**src/rtl/sc_et_counter.sv**
```systemverilog
// sc_et_counter
// Counts ones on N parallel stochastic bitstreams over a window of 2^p valid
// bits (p = min(prec, TW)), then rescales each count to TW-bit precision
// (res[j] = ones[j] << (TW - p)). A run ends at window end or on sng_done
// (taken with the coinciding valid bit). Results are returned through a
// valid/ready handshake. sng_clr/sng_en drive the stochastic number generator.
//
// Optional feature (macro SC_ET_THRESH_EN): threshold early termination on
// channel 0. It adds the input thresh (sampled on start) and the registered
// output decision.
//
// Ports:
//   clk, rst          clock (rising edge), asynchronous active-high reset
//   start, prec       begin run (IDLE only), log2 window length (clamped to TW)
//   sng_clr, sng_en   SNG restart pulse, SNG advance enable (high in RUN)
//   x, x_valid        stream bits (one per channel), bit-valid qualifier
//   sng_done          SNG overflow; the coinciding valid bit is the last one
//   busy              high in RUN and DONE
//   res, len          scaled ones counts (channel j at [j*(TW+1) +: TW+1]),
//                     number of valid bits consumed
//   res_valid/ready   result handshake
//   thresh, decision  (SC_ET_THRESH_EN only) threshold, early decision
module sc_et_counter #(
    parameter int TW = 8,
    parameter int N  = 2,
    parameter int PW = 4
) (
    input  logic                  clk,
    input  logic                  rst,
    input  logic                  start,
    input  logic [PW-1:0]         prec,
    output logic                  sng_clr,
    output logic                  sng_en,
    input  logic [N-1:0]          x,
    input  logic                  x_valid,
    input  logic                  sng_done,
    output logic                  busy,
    output logic [N*(TW+1)-1:0]   res,
    output logic [TW:0]           len,
    output logic                  res_valid,
    input  logic                  res_ready
`ifdef SC_ET_THRESH_EN
    ,
    input  logic [TW:0]           thresh,
    output logic                  decision
`endif
);

    typedef enum logic [1:0] {IDLE, RUN, DONE} state_t;

    state_t        state;
    logic [PW-1:0] p;
    logic [TW:0]   ones [N];
    logic [TW:0]   cyc;

    logic [TW:0]   ones_n [N];
    logic [TW:0]   cyc_n;
    logic [TW:0]   win;
    logic [PW-1:0] sh;
    logic [PW-1:0] p_start;
    logic          at_end;
    logic          et_fire;
    logic          et_ge;

`ifdef SC_ET_THRESH_EN
    logic [TW:0]   thresh_q;
    logic [TW+1:0] best_case;
`endif

    always_comb begin
        p_start = (prec > PW'(TW)) ? PW'(TW) : prec;
        win     = (TW+1)'(1) << p;
        sh      = PW'(TW) - p;
        cyc_n   = cyc + (TW+1)'(1);
        for (int unsigned j = 0; j < N; j++) begin
            ones_n[j] = ones[j] + (TW+1)'(x[j]);
        end
        at_end  = (cyc_n == win);
        et_fire = 1'b0;
        et_ge   = 1'b0;
`ifdef SC_ET_THRESH_EN
        // Best case for channel 0: every remaining bit of the window is a one.
        best_case = {1'b0, ones_n[0]} + {1'b0, win - cyc_n};
        et_ge     = (ones_n[0] >= thresh_q);
        et_fire   = et_ge || (best_case < {1'b0, thresh_q});
`endif
    end

    always_ff @(posedge clk or posedge rst) begin
        if (rst) begin
            state     <= IDLE;
            p         <= '0;
            cyc       <= '0;
            for (int unsigned j = 0; j < N; j++) ones[j] <= '0;
            sng_clr   <= 1'b0;
            sng_en    <= 1'b0;
            busy      <= 1'b0;
            res       <= '0;
            len       <= '0;
            res_valid <= 1'b0;
`ifdef SC_ET_THRESH_EN
            thresh_q  <= '0;
            decision  <= 1'b0;
`endif
        end else begin
            case (state)
                IDLE: begin
                    sng_clr <= 1'b0;
                    if (start) begin
                        state   <= RUN;
                        p       <= p_start;
                        cyc     <= '0;
                        for (int unsigned j = 0; j < N; j++) ones[j] <= '0;
                        sng_clr <= 1'b1;
                        sng_en  <= 1'b1;
                        busy    <= 1'b1;
`ifdef SC_ET_THRESH_EN
                        thresh_q <= thresh;
`endif
                    end
                end
                RUN: begin
                    sng_clr <= 1'b0;
                    if (x_valid) begin
                        cyc <= cyc_n;
                        for (int unsigned j = 0; j < N; j++) ones[j] <= ones_n[j];
                        if (at_end || sng_done || et_fire) begin
                            state     <= DONE;
                            sng_en    <= 1'b0;
                            res_valid <= 1'b1;
                            len       <= cyc_n;
                            for (int unsigned j = 0; j < N; j++) begin
                                res[j*(TW+1) +: TW+1] <= ones_n[j] << sh;
                            end
`ifdef SC_ET_THRESH_EN
                            decision <= et_ge;
`endif
                        end
                    end
                end
                DONE: begin
                    if (res_ready) begin
                        state     <= IDLE;
                        res_valid <= 1'b0;
                        busy      <= 1'b0;
                    end
                end
                default: state <= IDLE;
            endcase
        end
    end

    // The unused-signal case for et_ge/et_fire when the feature is off.
    logic unused_ok;
    assign unused_ok = et_ge & et_fire;

endmodule

```
**config.mk**
```make
export PLATFORM = sky130hd
export DESIGN_NAME = sc_et_counter
export DESIGN_NICKNAME = d
export VERILOG_FILES = /design/src/rtl/sc_et_counter.sv
export SDC_FILE = /design/constraint.sdc
export NUM_CORES = 1
export LEC_CHECK = 0
export BUFFER_PORTS_ARGS = -buffer_cell sky130_fd_sc_hd__buf_2
export CORE_UTILIZATION = 28
export CTS_CLUSTER_DIAMETER = 40
export DETAILED_ROUTE_END_ITERATION = 6
export MAX_ROUTING_LAYER = met4
export SYNTH_ARGS = -nofsm -noshare
export SYNTH_HDL_FRONTEND = slang
export SYNTH_SLANG_ARGS = --single-unit
```
**constraint.sdc**
```tcl
create_clock -name clk -period 2.8 [get_ports clk]
set_input_delay 0.7 -clock clk [delete_from_list [all_inputs] [get_ports clk]]
set_output_delay 0.7 -clock clk [all_outputs]
set_load 0.03 [all_outputs]
```
==> results of run 1 <==
-- final cells by class --
cell class	instances	share of cell area
flip-flops and latches	64	0.315
clock inverters	4	0.00886
clock buffers	12	0.0465
well taps	184	0.0453
multi-input cells	360	0.482
repair buffers	69	0.0886
inverters	18	0.0135
-- worst min-delay path by stage --
stage              start         to  slack [ns]  cells past startpoint
2_1_floorplan    ones[0]    ones[0]        0.45                      2
3_3_place_gp   res_valid  res_valid        0.47                      1
3_5_place_dp     sng_clr    sng_clr        0.46                      2
4_1_cts              rst     cyc[7]        0.45                      3
5_1_grt              rst     cyc[7]        0.48                      3
6_report             rst     cyc[2]        0.44                      3
-- flip-flops by register name, indices dropped and copies added (netlist names) --
| register | cells |
|---|---|
| ones | 18 |
| p | 4 |
| len | 9 |
| busy | 1 |
| cyc | 9 |
| state | 2 |
| res_valid | 1 |
| sng_clr | 1 |
| sng_en | 1 |
| res | 18 |
-- routing by layer --
metal | vias to the layer above | global-route usage | share of wire
li1 | 1813 | - | -
met1 | 1817 | 0.202 | 0.49
met2 | 96 | 0.235 | 0.46
met3 | 10 | 0.0278 | 0.040
met4 | 0 | 0.0438 | 0.0097
met5 | - | - | 0
-- power by group --
group	leakage [nW]	internal [mW]	switching, mW
Sequential	0.843	1.19	0.190
Clock	0.140	0.685	0.396
Combinational	1.25	1.45	2.21
-- cells by family (layout without fill, tap and decap cells) --
kind of cell	after synthesis	in the layout	share of synthesized area
compound gates	140	140	0.209
xor+xnor	27	27	0.0620
fa+ha+maj	11	11	0.0323
buf+inv	56	103	0.0550
flops	64	64	0.376
mux	27	27	0.0817
simple gates	155	155	0.184
-- repair_timing --
action,CTS,global route
gates resized for setup,0,4
setup buffers,0,1
endpoints found under the hold margin,0,0
endpoints found under the setup margin,0,19
-- synth_stat cells, types with 2 or more instances --
master	count
buf_6	2
a41o_1	2
buf_1	2
and2_1	4
xnor3_1	2
mux2_2	2
a31o_2	2
nand2_1	48
a221oi_1	3
ha_1	11
o211ai_1	5
and4_1	3
mux2i_1	10
a21boi_0	2
a22o_1	2
o21ai_0	47
clkinv_1	2
a32o_1	3
mux2_4	15
buf_2	7
o31ai_1	8
a221o_1	2
clkbuf_1	27
a21oi_1	29
xnor2_1	13
a31oi_1	6
o21a_1	2
xor2_1	12
dfrtp_1	64
nor2b_1	5
nand4_1	4
nor2_1	34
nand2b_1	4
o221ai_1	3
o22ai_1	5
nor3_1	7
inv_1	16
nand3_1	19
and3_1	11
nor3b_1	3
a211oi_1	8
nand3b_1	7
-- stage by stage --
stage,area (um2),power (mW),util
3_5_place_dp,4770,4.94,0.324
5_1_grt,5080,6.55,0.346
6_report,5080,6.12,0.346
3_3_place_gp,4770,4.89,0.324
2_1_floorplan,4270,3.87,-
4_1_cts,5050,6.05,0.344
-- tightest hold or removal path, stage by stage --
cell and delay, ns:
buf_2 0.10, inv_2 0.06, buf_12 0.30
-- placed cells by master (no fill, tap or decap), types with 5 or more instances in the layout --
cell type / instances
nand3_1: 19
xnor2_1: 13
nor2b_1: 5
a211oi_1: 8
nand2_1: 48
o21ai_0: 47
o211ai_1: 5
o22ai_1: 5
mux2i_1: 10
dfrtp_1: 63
xor2_1: 12
clkbuf_16: 9
nor2_1: 34
nor3_1: 7
buf_4: 24
a21oi_1: 29
mux2_4: 15
o31ai_1: 8
nand3b_1: 7
a31oi_1: 6
ha_1: 9
buf_2: 42
inv_1: 15
and3_1: 11
==> impl_metrics.toml, run 1 <==
[run_status]
status = "finished clean"

[setup_path]
r2r-end = "len[1]"
cp_data_arrival_time_ns = 2.90
reg2reg_from = "p[1]"
crit_path_start = "p[1]"
r2r_setup_slack_ns = 0.11
endpoint = "len[1]"
crit_cells = 11
cpMostUsedCell = "ha_4"
r2r_cells = 11
cp_top_family = "simple AND/OR/NAND/NOR gates"
cp-start-kind = "flop"
cp_num_buf_inv = 2
critPathKind = "flop to flop"
required_ns = 3.02
crit_slowest_cell = "or3b_2"
path_cells = "inv_1 > ha_4 > ha_4 > or3b_2 > o22ai_1 > a32oi_1 > nor3b_2 > a41o_1 > and2_4 > buf_12 > mux2_4"
path_max_fanout = 17
slowest_delay_ns = 0.43
worst_setup_path_end_kind = "flop"

[global_routing]
grt_antenna_before_repair = 0
grt_remaining_overflow = 0
grt_pass1_wl_um = 18600
grt_pass1_vias = 3611
grt_use_total = 0.152
grt_max_degree = 65

[sta]
skew_ns = 0.00622
drv_slew = 0
max_slew.worst_pin.slew_ns = 0.551
layout_setup_ws_ns = 0.112
relSlewSlack = 0.631
tns_ns = 0
max_freq_ghz = 0.372
finalSetupViolCount = 0
fin_crit_sh = 0.960
holdWs_ns = 0.436
fin_crit_ns = 2.69
finalHoldViolCount = 0

[floorplanning]
fp.dieW_um = 125
die_y_um = 125
dieArea_um2 = 15700
start_util = 0.290
fp-row-count = 44
core_area_um2 = 14700
io-pin-count = 43

[cells_and_area]
fillers = 1464
layout-area-overhead-vs-synth_pct = 19.5
regArea_um2 = 1600
fin_cells = 711
n_antenna_cell = 0
drive_gt1_frac = 0.213
num-nets-final = 545
multi_input_area_um2 = 2450

[yosys]
synth_flop_cell = "dfrtp_1"
synthDistinctLibCells = 59
synth_top_area_cell = "dfrtp_1"
synth-edff-count = 0
syn-num-nets = 503
ys_top_cells_by_area = "dfrtp_1, o21ai_0, mux2_4"
netlist_area_um2 = 4260
synth_cells = 480
synth_top_area_share = 0.376
yosysWarnings = 0
ys_ff_latch = 64
synthArstFlopShare = 1.00
avgSynthCellArea_um2 = 8.87
seq_area_frac_synth = 0.376

[clock_network]
cts_root_buffer = "clkbuf_16"
cts.sink_count = 64
clk_pin_slew_worst_paths_ns = 0.05
htree_levels = 3
worstSkewPairLatency_ns = 0.33
cts_inserted_buffers = 9
hold_buffers = 0
cts_tree = "done"
cts_max_path_buffers = 2

[detailed_routing]
ant_nets = 0
drt-total-wl_um = 11000
drtIter0Drc = 247
vias = 3736
wl_per_cell_um = 15.4
dr.pass1.iters = 7
drc = 0
via_per_inst = 5.25

[place]
place_hpwl_um = 7760
dp.cells = 694
gp_congestion = 0.846
dp_slack_ns = 0.0410
portBuffers = 42

[power_and_ir_drop]
vdd_drop_max_mv = 0.522
powerDensity_nw_per_um2 = 1200
leakagePower_nw = 2.23

[hold_path]
hold_class = "primary input to async pin"

[job]
drv_cap = 0
Note: power is estimated with default switching activity, not from simulation.
==> run 2, diff against run 1 <==
- CORE_UTILIZATION: 28 -> 54
- PLACE_DENSITY: default -> 0.77
==> run 2 against run 1 <==
Effect of this change:
- clock skew grew 0.0088 ns
- maximum frequency shrank 0.14%
- non-clock buffer count grew 3
- via count grew 4.6%
- count of clock-buffer cells in the layout shrank 1
- critical path depth is the same
- power shrank 4.0%
- sequential share of layout area grew 1.1 points
- global-route usage grew 14 points
- worst hold slack lost 0.12 ns
- critical path type unchanged
==> impl_metrics.toml, run 2 (synthesis results as in run 1) <==
[run_status]
status = "finished clean"

[setup_path]
critPathKind = "flop to flop"
required_ns = 3.04
path_max_fanout = 8
cp_data_arrival_time_ns = 2.93
cp-start-kind = "flop"
worst_setup_path_end_kind = "flop"
reg2reg_from = "p[1]"
r2r_setup_slack_ns = 0.11
r2r_cells = 11
r2r-end = "res[1]"

[detailed_routing]
wl_met1_um = 4920
via_per_inst = 6.20
dr.pass1.iters = 5
vias = 3909
ant_nets = 0
met2_length_um = 5070
drc = 0
drt-total-wl_um = 11000
wl_per_cell_um = 17.5
wl_met3_um = 664
top_layer = "met4"
drtIter0Drc = 327

[power_and_ir_drop]
internal-power_mw = 3.09
p_seq_frac = 0.234
vdd_drop_max_mv = 0.731
p_comb_frac = 0.627
leakagePower_nw = 2.20
powerDensity_nw_per_um2 = 1190
p_sw_mw = 2.79
clkPwrFrac = 0.139
switching_share = 0.475

[place]
place_hpwl_um = 7530
gp_congestion = 0.877
portBuffers = 42
dpl-instance-area_um2 = 4670
dp.cells = 614

[job]
drv_cap = 0

[cells_and_area]
fin_cells = 630
num-nets-final = 548
mostFrequentLayoutCells = "dfrtp_1, nand2_1, o21ai_0, buf_2, nor2_1"
drive_gt1_frac = 0.218
final_common_cell = "dfrtp_1"
reg_top3 = "ones: 18 flops, res: 18 flops"
design_area_um2 = 4920
layout-area-overhead-vs-synth_pct = 15.5
fillers = 658
n_antenna_cell = 0

[global_routing]
grt_antenna_before_repair = 0
grt_pass1_wl_um = 18500
grt_pass1_vias = 3692
grt_remaining_overflow = 0
grt_use_total = 0.292
grt_max_degree = 35

[clock_network]
worstSkewPairLatency_ns = 0.36
cts_root_buffer = "clkbuf_8"
htree_levels = 3
cts_max_path_buffers = 2
hold_buffers = 0
cts_inserted_buffers = 9
cts_tree = "done"
clk_pin_slew_worst_paths_ns = 0.07
cts.sink_count = 64

[sta]
max_freq_ghz = 0.372
drv_slew = 0
skew_ns = 0.0150
finalSetupViolCount = 0
finalHoldViolCount = 0
fin_crit_ns = 2.69
fin_crit_sh = 0.961
max_slew.worst_pin.slew_ns = 0.568
relSlewSlack = 0.620

[floorplanning]
io-pin-count = 43
core_area_um2 = 7690
fp.dieW_um = 90.8
start_util = 0.554
dieArea_um2 = 8240
die_y_um = 90.8
fp-row-count = 32

[hold_path]
hold_class = "primary input to async pin"
==> run 2: cell types whose count changed in the layout (fill, tap and decap cells not counted), sizes merged <==
| cell | change |
|---|---|
| buf | +2 |
| clkinvlp | +1 |
| clkinv | -2 |
==> run 2: layer usage <==
metal  up-vias  global-route usage
li1       1817                   -
met5         -                   -
met3        40              0.0446
met4         0               0.131
met1      1873               0.390
met2       179               0.440
==> run 2: worst max-delay path by stage <==
stage               startpoint       to  slack, ns  cells after the start
floorplan                 p[0]   len[8]       0.03                     12
global placement          x[1]  res[17]        0.1                      9
detailed placement        p[1]   res[1]       0.03                     11
CTS                       p[1]   res[1]       0.02                     11
global route              p[1]   len[8]     -0.007                     11
finish                    p[1]   res[1]       0.11                     11
==> run 2: final cells by class <==
cell class                 instances  area, um2  share of cell area
multi-input combinational        360       2450               0.497
sequential                        64       1600               0.326
timing repair buffer              72        478              0.0972
clock buffer                      11        151              0.0308
tap                              102        128              0.0260
inverter                          18       68.8              0.0140
clock inverter                     3       42.5             0.00865
==> run 2: through the flow <==
stage / TNS, ns / hold WS, ns / power [mW] / utilization / setup slack [ns]
2_1_floorplan: 0 / 0.454 / 3.87 / - / 0.0251
3_3_place_gp: 0 / 0.467 / 4.78 / 0.607 / 0.0993
3_5_place_dp: 0 / 0.463 / 4.88 / 0.607 / 0.0284
4_1_cts: 0 / 0.322 / 5.72 / 0.632 / 0.0163
5_1_grt: -0.00797 / 0.331 / 6.25 / 0.640 / -0.00732
6_report: 0 / 0.316 / 5.87 / 0.640 / 0.109
==> run 2: what timing repair did <==
action | in CTS | in global routing
endpoints found under the hold margin | 0 | 0
resized for setup | 0 | 3
buffers inserted | 0 | 1
endpoints found under the setup margin | 0 | 22
==> run 2: power groups by stage <==
stage               Sequential, mW  Combinational (mW)  Clock, mW
detailed placement            1.38                3.49          0
finish                        1.37                3.68      0.819
global placement              1.37                3.41          0
floorplan                     1.70                2.17          0
global route                  1.41                3.98      0.865
CTS                           1.37                3.53      0.821
==> run 2: worst max-delay path: stages, from the launching register on <==
cell	delay, ns
dfrtp_1	0.38
inv_1	0.14
ha_4	0.17
ha_4	0.14
or3b_2	0.44
o22ai_1	0.14
a32oi_1	0.07
nor3b_1	0.20
a41o_1	0.22
and2_4	0.22
buf_12	0.15
mux2_4	0.31
